<file path="src/rtl/bnn_layer_seq.sv">
// BNN inference sequencer: image load, then each layer engine in turn.
// Carries a per-stage watchdog, an abort path and an optional continuous mode.
module bnn_layer_seq #(
  parameter int NUM_LAYERS = 3,
  parameter int TIMEOUT    = 0,
  parameter int CONTINUOUS = 0,
  localparam int LIDX_W    = (NUM_LAYERS > 1) ? $clog2(NUM_LAYERS) : 1,
  localparam int WD_W      = (TIMEOUT > 0) ? $clog2(TIMEOUT + 1) : 1
) (
  input  logic                  clk,
  input  logic                  rst_n,
  input  logic                  mode,
  input  logic                  abort,
  input  logic                  load_done,
  input  logic [NUM_LAYERS-1:0] layer_done,
  output logic [2:0]            state,
  output logic [LIDX_W-1:0]     layer_idx,
  output logic [NUM_LAYERS-1:0] layer_en,
  output logic [NUM_LAYERS-1:0] layer_start,
  output logic                  busy,
  output logic                  infer_done,
  output logic                  timeout_err
);

  typedef enum logic [2:0] {
    S_IDLE = 3'd0,
    S_LOAD = 3'd1,
    S_RUN  = 3'd2,
    S_DONE = 3'd3,
    S_ERR  = 3'd4
  } state_t;

  localparam logic [WD_W-1:0] WD_LAST =
    WD_W'((TIMEOUT > 0) ? TIMEOUT - 1 : 0);
  localparam logic [LIDX_W-1:0] IDX_LAST =
    LIDX_W'(NUM_LAYERS - 1);

  state_t              st_q, st_d;
  logic [LIDX_W-1:0]   idx_q, idx_d;
  logic [WD_W-1:0]     wd_q, wd_d;
  logic                start_q, start_d;
  logic [NUM_LAYERS-1:0] sel;
  logic                cur_done;
  logic                last;
  logic                wd_exp;

  // Only the active layer's done bit can advance the sequence.
  assign sel      = NUM_LAYERS'(1) << idx_q;
  assign cur_done = |(layer_done & sel);
  assign last     = (idx_q == IDX_LAST);
  assign wd_exp   = (TIMEOUT != 0) && (wd_q == WD_LAST);

  always_ff @(posedge clk or negedge rst_n) begin
    if (!rst_n) begin
      st_q    <= S_IDLE;
      idx_q   <= '0;
      wd_q    <= '0;
      start_q <= 1'b0;
    end else begin
      st_q    <= st_d;
      idx_q   <= idx_d;
      wd_q    <= wd_d;
      start_q <= start_d;
    end
  end

  always_comb begin
    st_d = st_q;
    unique case (st_q)
      S_IDLE: if (mode) st_d = S_LOAD;
      S_LOAD: begin
        if (abort)          st_d = S_IDLE;
        else if (load_done) st_d = S_RUN;
        else if (wd_exp)    st_d = S_ERR;
      end
      S_RUN: begin
        if (abort)         st_d = S_IDLE;
        else if (cur_done) st_d = last ? S_DONE : S_RUN;
        else if (wd_exp)   st_d = S_ERR;
      end
      S_DONE: begin
        if (!abort && (CONTINUOUS != 0) && mode) st_d = S_LOAD;
        else                                     st_d = S_IDLE;
      end
      S_ERR: if (!mode || abort) st_d = S_IDLE;
      default: st_d = S_IDLE;
    endcase
  end

  // Layer index and watchdog restart on every stage entry.
  always_comb begin
    idx_d   = '0;
    wd_d    = '0;
    start_d = 1'b0;
    if (st_d == S_RUN) begin
      if (st_q != S_RUN) begin
        start_d = 1'b1;
      end else if (cur_done) begin
        idx_d   = idx_q + LIDX_W'(1);
        start_d = 1'b1;
      end else begin
        idx_d = idx_q;
        wd_d  = wd_q + WD_W'(1);
      end
    end else if (st_q == S_LOAD && st_d == S_LOAD) begin
      wd_d = wd_q + WD_W'(1);
    end
  end

  always_comb begin
    state       = st_q;
    layer_idx   = '0;
    layer_en    = '0;
    layer_start = '0;
    busy        = 1'b0;
    infer_done  = 1'b0;
    timeout_err = 1'b0;
    unique case (st_q)
      S_LOAD: busy = 1'b1;
      S_RUN: begin
        busy        = 1'b1;
        layer_idx   = idx_q;
        layer_en    = sel;
        layer_start = start_q ? sel : '0;
      end
      S_DONE: begin
        busy       = 1'b1;
        infer_done = 1'b1;
      end
      S_ERR:   timeout_err = 1'b1;
      default: ;
    endcase
  end

endmodule

</file>
<file path="config.mk">
export PLATFORM = sky130hd
export DESIGN_NAME = bnn_layer_seq
export DESIGN_NICKNAME = d
export VERILOG_FILES = /design/src/rtl/bnn_layer_seq.sv
export SDC_FILE = /design/constraint.sdc
export NUM_CORES = 1
export LEC_CHECK = 0
export CORE_AREA = 5 5 42 44
export DETAILED_ROUTE_END_ITERATION = 16
export DIE_AREA = 0 0 47 49
export PLACE_DENSITY_LB_ADDON = 0.3
export REMOVE_ABC_BUFFERS = 1
export SYNTH_ARGS = -nofsm -noshare
export SYNTH_HDL_FRONTEND = slang
export SYNTH_SLANG_ARGS = --single-unit
</file>
<file path="constraint.sdc">
create_clock -name clk -period 2.7 [get_ports clk]
set_input_delay 0.54 -clock clk [delete_from_list [all_inputs] [get_ports clk]]
set_output_delay 0.54 -clock clk [all_outputs]
set_load 0.02 [all_outputs]
</file>
==> qor.yml <==
whs_ns: 0.539
rows: 14
antenna_found_initial: 0
vias_per_cell: 5.11
die_y_um: 49
timing.slew.headroom_pct: 52.3
wl_per_cell_um: 13.3
min_period_over_period_pct: 89.1
finClkSkew_ns: 0.00349
vias: 450
ctsLongestPathBuffers: 2
port_buffers: 21
status: "complete, no violations"
cts_inserted_buffers: 3
io_pins: 22
r2r-end: "start_q$_DFF_PN0_"
grt.total_usage_pct: 10.6
avgSynthCellArea_um2: 8.92
cp_data_required_time_ns: 2.16
insertion_delay_ns: 0.24
dpl_worst_slack_ns: 0.503
yosys.area.top_type: "dfrtp_1"
initial_core_util_pct: 29.9
ys_seq_area_share_pct: 35.8
drv_slew: 0
critPathKind: "flop to output port"
tightest_slew_ns: 0.715
timing.final.crit_period_ns: 2.41
synth_area_um2: 419
synth-seq-cells: 6
reg2reg_slack_ns: 0.75
setup_tns_ns: 0
ir_worst_vdd_v: 0.000236
firstDrtPassIters: 4
cts_tree: "built"
syn_inst: 47
utilization_pct: 48.5
p_leak_nw: 0.292
grt_pass1_vias: 412
final-instance-count-excl-fill: 88
synth_area_leaders: "dfrtp_1 36%, and2_1 9.0%, ha_1 9.0%"
finalSetupViolCount: 0
die_area_um2: 2300
min_path_type: "input port to asynchronous set/reset pin"
regArea_um2: 150
drive_gt1_share_pct: 5.56
use_met2_pct: 17.2
cts.repair.resized: 0
grt_max_degree: 10
ys_types: 20
h-tree-depth: 1
met3_usage_pct: 3.69
multi_input_area_um2: 258
clock_sinks: 6
gp_congestion: 0.721
critPathMaxFanout: 9
design_area_um2: 679
root_buffer: "clkbuf_4"
cts_setup_buffers: 0
drc_errors: 0
cap_violations: 0
fmax_mhz: 416
cp-startpoint: "state[2]$_DFF_PN0_"
cp-start-kind: "flop"
grt_overflow: 0
drt_iter0_drc: 8
dp.cells: 85
detailed_place_hpwl_um: 896
powerDensity_nw_per_um2: 384
hold_viol: 0
yosysWarnings: 0
diodes: 0
arrival_ns: 1.87
report.power.total_mw: 0.261
fp.dieW_um: 47
area.growth.synth_to_final_pct: 62.1
rsz0062_at_grt: "false"
antenna_left: 0
dpl-instance-area_um2: 657
grt_pass1_wl_um: 1790
clk_pin_slew_ns: 0.05
worst_r2r_path_depth: 5
end_kind: "output port"
nNetsFinal: 85
holdBufCountCts: 0
timing.rr.start: "idx_q[0]$_DFFE_PN0P_"
coreArea_um2: 1400
fillers: 143
top_usage_layer: "met2"
setup_ws_ns: 0.293
synth_top_area_share_pct: 35.8
drt_wl_total_um: 1170
grt_use_met1_pct: 12.4
-- metal layers --
layer | routed length, µm | part of all wire (%) | up-vias
li1 | - | - | 217
met1 | 485 | 41 | 202
met2 | 527 | 45 | 29
met3 | 154 | 13 | 2
met4 | 2 | 0.17 | 0
met5 | 0 | 0 | -
-- how the worst max path moves through the flow --
stage,depth (start not counted),end
4_1_cts,4,layer_start[0]
6_report,4,layer_start[0]
3_5_place_dp,4,start_q$_DFF_PN0_
3_3_place_gp,4,start_q$_DFF_PN0_
5_1_grt,4,layer_start[2]
2_1_floorplan,2,layer_start[0]
-- state kept, by name (all words and copies together), names as in the netlist --
signal   cells
idx_q        2
start_q      1
state        3
-- Yosys cell counts, drive strengths merged --
| cell type | number |
|---|---|
| and3 | 3 |
| or4 | 1 |
| nand3b | 1 |
| nor2 | 4 |
| and2 | 6 |
| nor2b | 1 |
| nor3 | 1 |
| a222oi | 1 |
| dfrtp | 6 |
| and4bb | 1 |
| nand2 | 5 |
| and3b | 1 |
| nor3b | 3 |
| a21oi | 3 |
| inv | 3 |
| and2b | 1 |
| o2bb2ai | 1 |
| ha | 3 |
| or4b | 1 |
| a2bb2oi | 1 |
-- final cells by class --
| class | count | area share (%) |
|---|---|---|
| Timing Repair Buffer | 22 | 32.0 |
| Clock buffer | 3 | 3.31 |
| Sequential cell | 6 | 22.1 |
| Inverter | 3 | 1.66 |
| Multi-Input combinational cell | 38 | 37.9 |
| Tap cell | 16 | 2.95 |
-- where the power goes --
| group | switching [mW] | total [mW] | internal [mW] | leakage (nW) |
|---|---|---|---|---|
| registers | 0.00885 | 0.104 | 0.0954 | 0.0815 |
| clock network | 0.0328 | 0.0831 | 0.0503 | 0.0138 |
| logic | 0.0349 | 0.0737 | 0.0388 | 0.197 |
-- worst max-delay path, cell delays in order, from the launching register on --
cell and delay, ns:
dfrtp_1 0.46, nor3b_1 0.23, buf_4 0.17, and3_1 0.16, clkdlybuf4s50_1 0.60
-- cell families (layout without fill, tap and decap cells) --
| group | count (synthesis) | count (layout) | synth area share (%) |
|---|---|---|---|
| AND/OR/NAND/NOR | 29 | 29 | 42.4 |
| flip-flops | 6 | 6 | 35.8 |
| adder cells (fa/ha/maj) | 3 | 3 | 8.96 |
| buffers and inverters | 3 | 28 | 2.69 |
| AO/OA/AOI/OAI | 6 | 6 | 10.1 |
-- cell usage in the layout, fill, tap and decap left out, types with 3 or more instances in the layout --
cell type / n
a21oi_1: 3
and3_1: 3
dfrtp_1: 6
and2_1: 6
nor2_1: 4
nor3b_1: 3
inv_1: 3
clkdlybuf4s50_1: 21
clkbuf_4: 3
ha_1: 3
nand2_1: 5
Power figures use the tool's default switching activity.
